`src/rtl/gonsolo_gpio_pkg.sv`:
```
// rtl/gonsolo_gpio_pkg.sv - register offsets, field widths and interrupt encodings for gonsolo_gpio
package gonsolo_gpio_pkg;

    localparam logic [4:0] OFF_DATA_OUT   = 5'h00;
    localparam logic [4:0] OFF_OEB        = 5'h04;
    localparam logic [4:0] OFF_DATA_IN    = 5'h08;
    localparam logic [4:0] OFF_IRQ_EN     = 5'h0C;
    localparam logic [4:0] OFF_IRQ_TYPE   = 5'h10;
    localparam logic [4:0] OFF_IRQ_POL    = 5'h14;
    localparam logic [4:0] OFF_IRQ_STATUS = 5'h18;
    localparam logic [4:0] OFF_IRQ_ROUTE  = 5'h1C;

    localparam int ROUTE_W = 2;

    typedef enum logic {IRQ_EDGE = 1'b0, IRQ_LEVEL = 1'b1} irq_type_e;
    typedef enum logic {POL_HIGH = 1'b0, POL_LOW = 1'b1} irq_pol_e;

    function automatic logic [31:0] sel_mask(input logic [3:0] sel);
        for (int b = 0; b < 4; b++) sel_mask[8*b +: 8] = {8{sel[b]}};
    endfunction

endpackage

```
`src/rtl/gonsolo_gpio_if.sv`:
```
// rtl/gonsolo_gpio_if.sv - Wishbone slave bus bundle for gonsolo_gpio
interface gonsolo_gpio_if;
    logic        wbs_stb_i;
    logic        wbs_cyc_i;
    logic        wbs_we_i;
    logic [3:0]  wbs_sel_i;
    logic [31:0] wbs_adr_i;
    logic [31:0] wbs_dat_i;
    logic        wbs_ack_o;
    logic [31:0] wbs_dat_o;

    modport master (
        output wbs_stb_i, wbs_cyc_i, wbs_we_i, wbs_sel_i, wbs_adr_i, wbs_dat_i,
        input  wbs_ack_o, wbs_dat_o
    );

    modport slave (
        input  wbs_stb_i, wbs_cyc_i, wbs_we_i, wbs_sel_i, wbs_adr_i, wbs_dat_i,
        output wbs_ack_o, wbs_dat_o
    );
endinterface

```
`src/rtl/gonsolo_gpio_sync.sv`:
```
// rtl/gonsolo_gpio_sync.sv - one pin's synchroniser, history flop and interrupt event detect
module gonsolo_gpio_sync
    import gonsolo_gpio_pkg::*;
(
    input  logic clock,
    input  logic reset_n,
    input  logic pad,
    input  logic irq_type,
    input  logic irq_pol,
    output logic sync,
    output logic pin_event
);
    logic s1, s2, prev, active;

    always_ff @(posedge clock or negedge reset_n) begin
        if (!reset_n) begin
            s1   <= 1'b0;
            s2   <= 1'b0;
            prev <= 1'b0;
        end else begin
            s1   <= pad;
            s2   <= s1;
            prev <= s2;
        end
    end

    // Active when the synchronised level is the inverse of the polarity bit.
    assign active    = (s2 != irq_pol);
    assign sync      = s2;
    assign pin_event = (irq_type == IRQ_LEVEL) ? active : (active && (s2 != prev));

endmodule

```
`src/rtl/gonsolo_gpio.sv`:
```
// rtl/gonsolo_gpio.sv - Wishbone GPIO and interrupt controller with per-pin IRQ routing
module gonsolo_gpio
    import gonsolo_gpio_pkg::*;
#(
    parameter int          NUM_PADS  = 16,
    parameter int          IRQ_LINES = 3,
    parameter logic [31:0] BASE_ADDR = 32'h3000_0000
) (
    input  logic                 clock,
    input  logic                 reset_n,
    gonsolo_gpio_if.slave        wb,
    input  logic [NUM_PADS-1:0]  io_in,
    output logic [NUM_PADS-1:0]  io_out,
    output logic [NUM_PADS-1:0]  io_oeb,
    output logic [IRQ_LINES-1:0] irq
);
    localparam int RW = ROUTE_W * NUM_PADS;

    logic [NUM_PADS-1:0]  data_out, oeb, irq_en, irq_type, irq_pol, irq_status;
    logic [NUM_PADS-1:0]  data_in, pin_event, pmask, pdat, w1c;
    logic [RW-1:0]        irq_route, rmask, rdat;
    logic [IRQ_LINES-1:0] irq_next;
    logic [31:0]          wmask, rdata;
    logic [4:0]           off;
    logic                 hit, req, wr;

    assign hit   = (wb.wbs_adr_i[31:5] == BASE_ADDR[31:5]);
    // Blocking on ack spaces a held strobe out to one ack every two cycles.
    assign req   = wb.wbs_stb_i & wb.wbs_cyc_i & hit & ~wb.wbs_ack_o;
    assign wr    = req & wb.wbs_we_i;
    assign off   = {wb.wbs_adr_i[4:2], 2'b00};
    assign wmask = sel_mask(wb.wbs_sel_i);
    assign pmask = wmask[NUM_PADS-1:0];
    assign pdat  = wb.wbs_dat_i[NUM_PADS-1:0];
    assign rmask = wmask[RW-1:0];
    assign rdat  = wb.wbs_dat_i[RW-1:0];
    assign w1c   = (wr && off == OFF_IRQ_STATUS) ? (pdat & pmask) : '0;

    assign io_out = data_out;
    assign io_oeb = oeb;

    for (genvar p = 0; p < NUM_PADS; p++) begin : g_pin
        gonsolo_gpio_sync u_sync (
            .clock     (clock),
            .reset_n   (reset_n),
            .pad       (io_in[p]),
            .irq_type  (irq_type[p]),
            .irq_pol   (irq_pol[p]),
            .sync      (data_in[p]),
            .pin_event (pin_event[p])
        );
    end

    always_comb begin
        rdata = '0;
        case (off)
            OFF_DATA_OUT:   rdata = 32'(data_out);
            OFF_OEB:        rdata = 32'(oeb);
            OFF_DATA_IN:    rdata = 32'(data_in);
            OFF_IRQ_EN:     rdata = 32'(irq_en);
            OFF_IRQ_TYPE:   rdata = 32'(irq_type);
            OFF_IRQ_POL:    rdata = 32'(irq_pol);
            OFF_IRQ_STATUS: rdata = 32'(irq_status);
            OFF_IRQ_ROUTE:  rdata = 32'(irq_route);
            default:        rdata = '0;
        endcase
    end

    // Route codes at or above IRQ_LINES never match a line index, so those pins route nowhere.
    always_comb begin
        irq_next = '0;
        for (int k = 0; k < IRQ_LINES; k++) begin
            for (int p = 0; p < NUM_PADS; p++) begin
                if (irq_route[ROUTE_W*p +: ROUTE_W] == ROUTE_W'(k))
                    irq_next[k] = irq_next[k] | (irq_status[p] & irq_en[p]);
            end
        end
    end

    always_ff @(posedge clock or negedge reset_n) begin
        if (!reset_n) begin
            data_out     <= '0;
            oeb          <= '1;
            irq_en       <= '0;
            irq_type     <= '0;
            irq_pol      <= '0;
            irq_status   <= '0;
            irq_route    <= '0;
            irq          <= '0;
            wb.wbs_ack_o <= 1'b0;
            wb.wbs_dat_o <= '0;
        end else begin
            wb.wbs_ack_o <= req;
            wb.wbs_dat_o <= req ? rdata : '0;
            irq          <= irq_next;
            // A new event wins over a same-cycle write-one-to-clear.
            irq_status   <= (irq_status & ~w1c) | pin_event;
            if (wr) begin
                case (off)
                    OFF_DATA_OUT:  data_out  <= (data_out  & ~pmask) | (pdat & pmask);
                    OFF_OEB:       oeb       <= (oeb       & ~pmask) | (pdat & pmask);
                    OFF_IRQ_EN:    irq_en    <= (irq_en    & ~pmask) | (pdat & pmask);
                    OFF_IRQ_TYPE:  irq_type  <= (irq_type  & ~pmask) | (pdat & pmask);
                    OFF_IRQ_POL:   irq_pol   <= (irq_pol   & ~pmask) | (pdat & pmask);
                    OFF_IRQ_ROUTE: irq_route <= (irq_route & ~rmask) | (rdat & rmask);
                    default: ;
                endcase
            end
        end
    end

endmodule

```
`src/flat_wrapper.sv`:
```
// flat-port wrapper written by rule: the top's interface ports become plain ports
module gonsolo_gpio_flat import gonsolo_gpio_pkg::*;
#(
    parameter int          NUM_PADS  = 16,
    parameter int          IRQ_LINES = 3,
    parameter logic [31:0] BASE_ADDR = 32'h3000_0000
)
  (clock, reset_n, io_in, io_out, io_oeb, irq, wb_wbs_stb_i, wb_wbs_cyc_i, wb_wbs_we_i, wb_wbs_sel_i, wb_wbs_adr_i, wb_wbs_dat_i, wb_wbs_ack_o, wb_wbs_dat_o);
  gonsolo_gpio_if wb_i ();
  input  logic clock;
  input  logic reset_n;
  input  logic [NUM_PADS-1:0] io_in;
  output logic [NUM_PADS-1:0] io_out;
  output logic [NUM_PADS-1:0] io_oeb;
  output logic [IRQ_LINES-1:0] irq;
  input wire logic [$bits(wb_i.wbs_stb_i)-1:0] wb_wbs_stb_i;
  input wire logic [$bits(wb_i.wbs_cyc_i)-1:0] wb_wbs_cyc_i;
  input wire logic [$bits(wb_i.wbs_we_i)-1:0] wb_wbs_we_i;
  input wire logic [$bits(wb_i.wbs_sel_i)-1:0] wb_wbs_sel_i;
  input wire logic [$bits(wb_i.wbs_adr_i)-1:0] wb_wbs_adr_i;
  input wire logic [$bits(wb_i.wbs_dat_i)-1:0] wb_wbs_dat_i;
  output wire logic [$bits(wb_i.wbs_ack_o)-1:0] wb_wbs_ack_o;
  output wire logic [$bits(wb_i.wbs_dat_o)-1:0] wb_wbs_dat_o;
  assign wb_i.wbs_stb_i = wb_wbs_stb_i;
  assign wb_i.wbs_cyc_i = wb_wbs_cyc_i;
  assign wb_i.wbs_we_i = wb_wbs_we_i;
  assign wb_i.wbs_sel_i = wb_wbs_sel_i;
  assign wb_i.wbs_adr_i = wb_wbs_adr_i;
  assign wb_i.wbs_dat_i = wb_wbs_dat_i;
  assign wb_wbs_ack_o = wb_i.wbs_ack_o;
  assign wb_wbs_dat_o = wb_i.wbs_dat_o;
  gonsolo_gpio #(.NUM_PADS(NUM_PADS), .IRQ_LINES(IRQ_LINES), .BASE_ADDR(BASE_ADDR)) u_core (.clock(clock), .reset_n(reset_n), .wb(wb_i), .io_in(io_in), .io_out(io_out), .io_oeb(io_oeb), .irq(irq));
endmodule
```
`config.mk`:
```
export PLATFORM = sky130hd
export DESIGN_NAME = gonsolo_gpio_flat
export DESIGN_NICKNAME = d
export VERILOG_FILES = /design/src/rtl/gonsolo_gpio_pkg.sv /design/src/rtl/gonsolo_gpio_if.sv /design/src/rtl/gonsolo_gpio_sync.sv /design/src/rtl/gonsolo_gpio.sv /design/src/flat_wrapper.sv
export SDC_FILE = /design/constraint.sdc
export NUM_CORES = 1
export LEC_CHECK = 0
export CORE_MARGIN = 8
export CORE_UTILIZATION = 55
export CTS_BUF_LIST = sky130_fd_sc_hd__clkbuf_2 sky130_fd_sc_hd__clkbuf_4 sky130_fd_sc_hd__clkbuf_8
export DETAILED_ROUTE_END_ITERATION = 8
export GPL_ROUTABILITY_DRIVEN = 0
export MAX_ROUTING_LAYER = met4
export PLACE_DENSITY = 0.9
export SLEW_MARGIN = 40
export SYNTH_ARGS = -nofsm -noshare
export SYNTH_HDL_FRONTEND = slang
export SYNTH_SLANG_ARGS = --single-unit
```
`constraint.sdc`:
```
create_clock -name clock -period 2.35 [get_ports clock]
set_input_delay 0.47 -clock clock [delete_from_list [all_inputs] [get_ports clock]]
set_output_delay 0.47 -clock clock [all_outputs]
set_load 0.03 [all_outputs]
```
==> results of run 1 <==
==> stage by stage <==
stage | hold WS (ps) | area [um^2] | util (%) | std cells | setup TNS [ps]
floorplan | 174.4 | 9069 | - | 709 | 0
global placement | 332.3 | 11400 | 69.73 | 1112 | -43570
detailed placement | 334.7 | 11400 | 69.73 | 1112 | -47590
CTS | 324.9 | 12160 | 74.38 | 1173 | 0
global route | 336.2 | 12160 | 74.38 | 1173 | 0
finish | 321.9 | 12160 | 74.38 | 1173 | 0
==> final timing paths <==
path                                                      from                                     to  cells past startpoint
max                                           wb_wbs_adr_i[30]                              flip-flop                      8
min                        u_core.g_pin[9].u_sync.s1$_DFF_PN0_  u_core.g_pin[9].u_sync.sync$_DFF_PN0_                      0
max reg2reg                      u_core.wb.wbs_ack_o$_DFF_PN0_                              flip-flop                      7
min reg2reg                u_core.g_pin[9].u_sync.s1$_DFF_PN0_  u_core.g_pin[9].u_sync.sync$_DFF_PN0_                      0
max in group asynchronous                              reset_n             asynchronous set/reset pin                      3
min in group asynchronous                              reset_n  u_core.g_pin[4].u_sync.prev$_DFF_PN0_                      2
==> Yosys cell counts (2+ instances only) <==
library cell  instances  area [um^2]
and3b_1               3        26.28
a221oi_1             16        140.1
a22oi_1              35        262.8
a22o_1               16        140.1
o21ai_0              16        80.08
and3_1               17        106.4
nand3b_1              2        15.01
nor4_4               13        276.5
o211ai_1             16        120.1
a31oi_1              16        100.1
nand4_1              10        62.56
nor3b_1               3        22.52
inv_1                17        63.81
mux2_2              112         1261
nor3_1               19        95.09
buf_2                 5        25.02
buf_1                 3        11.26
dfstp_2              16        420.4
o31ai_1              16        120.1
nand3_1              18        90.09
nand2_1              39        146.4
nand4b_1             24        210.2
nor4b_1               2        17.52
dfrtp_1             196         4905
nor4_1                8        50.05
nor2_1               42        157.7
and2_1                2        12.51
clkbuf_1             21        78.83
==> power groups by stage <==
stage                     clock network [uW]  registers, uW  logic, uW
after floorplan                            0           3780        102
after global placement                     0           3780        415
after detailed placement                   0           3790        427
after CTS                               3470           3720        434
after global routing                    3640           3720        470
final                                   3430           3720        439
==> final cells by class <==
cell class | count | area [um^2]
sequential | 212 | 5325
clock buffer | 54 | 668.1
timing repair buffer | 214 | 2173
multi-input combinational | 450 | 3572
fill | 998 | 4188
tap | 220 | 275.3
inverter | 17 | 63.81
clock inverter | 6 | 82.58
==> cells by family after synthesis <==
| logic type | Yosys count | synth area share [%] |
|---|---|---|
| AOI/OAI and AO/OA | 131 | 10.62 |
| buffers and inverters | 47 | 2.056 |
| DFF | 212 | 58.72 |
| muxes | 112 | 13.91 |
| and+or+nand+nor | 207 | 14.69 |
==> repair_timing <==
action	in CTS	in global routing
buffers inserted	0	0
hold buffers	1	0
endpoints found under the setup margin	0	4
hold endpoints to repair	44	0
==> worst register-to-register path: stages (launching register included) <==
cell and delay, ps:
dfrtp_1 400, nor4b_1 290, buf_4 170, nand4_1 150, buf_12 230, nor4_2 310
buf_4 260, mux2_2 370
==> metal layers <==
layer / global-route usage, % / vias to the layer above
met4: 13.03 / 0
met3: 6.966 / 131
li1: - / 3139
met2: 44.43 / 650
met1: 34.90 / 3766
met5: - / -
==> flow_summary_export.csv, run 1 <==
group,metric,value,unit
status,status,"finished with violations",
synthesis,yosys_register_bits,212,
synthesis,syn_area,9069,um^2
pwr,leakagePower,0.005425,uW
final_layout,mostFrequentLayoutCells,"196 x dfrtp_1, 153 x clkdlybuf4s50_1, 112 x mux2_2",
worst_setup_path,worstPathRequired,2740,ps
placed_design,post-place-ws,-422.0,ps
synthesis,dominantRegCellSynth,"dfrtp_1",
drt,dr.pass1.iters,9,
clocking,cts_buffer_depth,3,
synthesis,synthCells,709,
clocking,root_buffer,"clkbuf_8",
worst_setup_path,cpMaxStageDelayCell,"clkdlybuf4s50_1",
worst_setup_path,critPathTopFamily,"buffers and inverters",
final_layout,nNetsFinal,1018,
drt,wirelength,28370,um
synthesis,synth_cell_type_count,34,
status,violations,"DRC",
drt,wl_met1,10500,um
synthesis,yosys_warnings,0,
global_routing,globalRouteTotalUtil,28.57,%
drt,drt_iter0_drc,1139,
drt,drc,1,
global_routing,grt_pass1_wl,44330,um
clocking,clk_latency,530,ps
die,pin_count,157,
worst_setup_path,cp.arrival,2680,ps
die,die_w,144.4,um
sta,worst_slack,59.29,ps
pwr,power_density,624.3,nW/um^2
sta,rsz0062_at_grt,"no",
placed_design,io_buffers,154,
sta,fin_crit_sh,97.48,%
pwr,cellInternalPower,5922,uW
synthesis,syn_area_per_cell,12.79,um^2
drt,routedWlPerCell,24.18,um
sta,tightest_slew,599.5,ps
pwr,switching_share,21.99,%
clocking,htree_levels,2,
drt,top_layer,"met4",
worst_setup_path,cp_slowest_stage_delay,390,ps
drt,routed-wl-met2,13240,um
clocking,clk_pin_slew,60,ps
clocking,numCtsBuffers,34,
pwr,p_clk_share,45.2,%
clocking,cts_tree,"done",
global_routing,grt_max_degree,69,
die,start_util,55.47,%
worst_setup_path,rrSetupSlack,70,ps
sta,max_freq,0.4365,GHz
flow_run,max-cap-violations,0,
worst_setup_path,worstSetupPathType,"in -> reg",
worst_setup_path,end_kind,"flip-flop",
sta,setup_viol,0,
worst_setup_path,cp_common_cell,"buf_4",
synthesis,synth-edff-count,0,
pwr,seqPwrFrac,49.0,%
final_layout,antenna_cells,0,
die,die_y,144.4,um
pwr,ir_drop,0.3796,mV
worst_setup_path,crit_path_cell_trace,"clkdlybuf4s50_1, nor4b_1, buf_4, nand4_1, buf_12, nor4_2, buf_4, mux2_2",
die,core_area,16350,um^2
global_routing,antenna_found_initial,0,
sta,slew_headroom,60.04,%
global_routing,grt_pass1_vias,8025,
sta,finalClockSkew,42.86,ps
placed_design,place_hpwl,19020,um
min_path,hp-class,"reg -> reg",
drt,drtAntennaViolNets,0,
pwr,power_frac_comb,5.8,%
clocking,cts_sinks,212,
pwr,total_power,7592,uW
sta,min_period,2291,ps
final_layout,drive_gt1_share,28.02,%
die,die_area,20850,um^2
worst_setup_path,cp_max_fo,18,
sta,hold_viol_final,0,
die,fp-row-count,47,
synthesis,synth_seq_area_share,58.72,%
drt,vias,7686,
clocking,cts.repair.resized,0,
final_layout,area_growth_syn_to_layout,34.09,%
worst_setup_path,critPathLaunchType,"primary input",
drt,met3_length,3456,um
global_routing,grt_overflow,0,
sta,report.final.slew_viol_count,0,
pwr,p_sw,1670,uW
final_layout,layout_commonest_cell,"dfrtp_1",
synthesis,synthArstFlopShare,100.0,%
synthesis,synthesis.nets,798,
drt,vias_per_cell,6.552,
worst_setup_path,path_buf_inv,4,
Power figures use the tool's default switching activity.
==> run 2, diff against run 1 <==
--- a/config.mk
+++ b/config.mk
@@ -6,12 +6,11 @@
 export NUM_CORES = 1
 export LEC_CHECK = 0
 export CORE_MARGIN = 8
-export CORE_UTILIZATION = 55
-export CTS_BUF_LIST = sky130_fd_sc_hd__clkbuf_2 sky130_fd_sc_hd__clkbuf_4 sky130_fd_sc_hd__clkbuf_8
+export CORE_UTILIZATION = 53
 export DETAILED_ROUTE_END_ITERATION = 8
 export GPL_ROUTABILITY_DRIVEN = 0
 export MAX_ROUTING_LAYER = met4
-export PLACE_DENSITY = 0.9
+export PLACE_DENSITY = 0.87
 export SLEW_MARGIN = 40
 export SYNTH_ARGS = -nofsm -noshare
 export SYNTH_HDL_FRONTEND = slang
==> flow_summary_export.csv, run 2 (synthesis gave the netlist of run 1 again) <==
group,metric,value,unit
status,status,"complete, no violations",
final_layout,drive_gt1_share,26.16,%
worst_setup_path,critPathLaunchType,"flip-flop",
pwr,cellInternalPower,5997,uW
worst_setup_path,path_buf_inv,1,
final_layout,multi_input_area,3577,um^2
drt,routedWlPerCell,22.88,um
final_layout,stdcell_count,1154,
clocking,cts_sinks,212,
final_layout,finalCoreUtilization,71.41,%
worst_setup_path,cp_max_fo,3,
drt,vias,7200,
clocking,numCtsBuffers,21,
final_layout,layout_commonest_cell,"dfrtp_1",
die,start_util,53.36,%
flow_run,max-cap-violations,0,
die,pin_count,157,
sta,setup_viol,0,
pwr,switching_share,21.25,%
final_layout,antenna_cells,0,
placed_design,dp.cells,1116,
clocking,cts_buffer_depth,3,
pwr,seqPwrFrac,48.9,%
clocking,htree_levels,1,
clocking,cts_tree,"done",
sta,hold_viol_final,0,
sta,tightest_slew,438.8,ps
final_layout,area_growth_syn_to_layout,33.84,%
worst_setup_path,cp.arrival,1790,ps
clocking,clk_latency,500,ps
clocking,clk_pin_slew,60,ps
drt,wirelength,26400,um
global_routing,grt_pass1_vias,7345,
pwr,power_frac_comb,5.6,%
sta,min_period,2257,ps
sta,slew_headroom,70.75,%
worst_setup_path,rrSetupSlack,220,ps
drt,vias_per_cell,6.239,
final_layout,regArea,5325,um^2
global_routing,grt_max_degree,73,
sta,max_freq,0.4431,GHz
final_layout,final_area,12140,um^2
drt,dr.pass1.iters,6,
pwr,leakagePower,0.005389,uW
pwr,p_sw,1618,uW
pwr,power_density,627.4,nW/um^2
pwr,total_power,7616,uW
die,fp-row-count,48,
sta,fin_crit_sh,96.04,%
pwr,p_clk_share,45.5,%
sta,rsz0062_at_grt,"no",
final_layout,nFillCells,1122,
sta,report.final.slew_viol_count,0,
drt,drc,0,
pwr,ir_drop,0.4544,mV
worst_setup_path,end_kind,"output pin",
final_layout,mostFrequentLayoutCells,"196 x dfrtp_1, 153 x clkdlybuf4s50_1, 112 x mux2_2",
placed_design,place_hpwl,17940,um
clocking,post_cts_buffers,0,
die,die_w,146.8,um
global_routing,globalRouteTotalUtil,24.92,%
clocking,cts.repair.resized,0,
final_layout,nNetsFinal,1004,
global_routing,antenna_found_initial,0,
die,die_y,146.8,um
placed_design,io_buffers,154,
placed_design,dpl_cell_area,11400,um^2
worst_setup_path,critPathTopFamily,"buffers and inverters",
drt,drt_iter0_drc,911,
worst_setup_path,cpMaxStageDelayCell,"clkdlybuf4s50_1",
sta,hold_ws,346.3,ps
min_path,hp-class,"reg -> reg",
worst_setup_path,worstSetupPathType,"reg -> out",
clocking,root_buffer,"clkbuf_16",
worst_setup_path,crit_path_cell_trace,"clkdlybuf4s50_1",
sta,finalClockSkew,7.482,ps
worst_setup_path,cp_slowest_stage_delay,720,ps
worst_setup_path,worstPathRequired,1880,ps
die,die_area,21550,um^2
global_routing,grt_overflow,0,
die,core_area,17000,um^2
global_routing,grt_pass1_wl,41330,um
drt,drtAntennaViolNets,0,
==> run 2: cell types whose count changed in the layout (fill, tap and decap cells not counted), sizes merged <==
cell / before / now
clkbuf: 55 / 31
clkinv: 3 / 5
buf: 59 / 58
clkinvlp: 1 / 0
==> run 2: layer usage <==
layer	up-vias	share of wire (%)	wire [um]	GRT usage, %
li1	3095	-	-	-
met4	0	3.3	863	9.892
met5	-	0	0	-
met1	3505	40	10550	32.03
met2	514	46	12160	37.90
met3	86	11	2835	5.598
==> run 2: path summary, 6_finish.rpt <==
kind / from / end / depth (start not counted)
max: flip-flop / io_oeb[12] / 1
min: u_core.g_pin[7].u_sync.s1$_DFF_PN0_ / u_core.g_pin[7].u_sync.sync$_DFF_PN0_ / 0
max reg2reg: u_core.wb.wbs_ack_o$_DFF_PN0_ / flip-flop / 6
min reg2reg: u_core.g_pin[7].u_sync.s1$_DFF_PN0_ / u_core.g_pin[7].u_sync.sync$_DFF_PN0_ / 0
max in group asynchronous: reset_n / asynchronous set/reset pin / 3
min in group asynchronous: reset_n / asynchronous set/reset pin / 2
==> run 2: layout make-up <==
type,instances,area share [%]
clock buffer,30,5.267
tap,225,2.319
multi-input combinational,450,29.47
sequential,212,43.87
timing repair buffer,213,17.84
inverter,17,0.5257
clock inverter,7,0.7010
==> run 2: power by group through the flow <==
stage | Sequential, uW | Combinational [uW] | Clock (uW)
after floorplan | 3780 | 102 | 0
after global placement | 3780 | 413 | 0
after detailed placement | 3790 | 421 | 0
after CTS | 3720 | 429 | 3510
after global routing | 3720 | 465 | 3660
final | 3720 | 429 | 3460
==> run 2: metrics by stage <==
stage	setup TNS, ps	setup slack, ps
4_1_cts	0	92.62
5_1_grt	0	54.24
6_report	0	93.15
3_5_place_dp	-41660	-350.6
2_1_floorplan	0	172.5
3_3_place_gp	-33180	-304.8
==> run 2: timing repair <==
item / in CTS / in global routing
endpoints found under the setup margin: 0 / 0
hold endpoints to repair: 40 / 0
hold buffers: 1 / 0
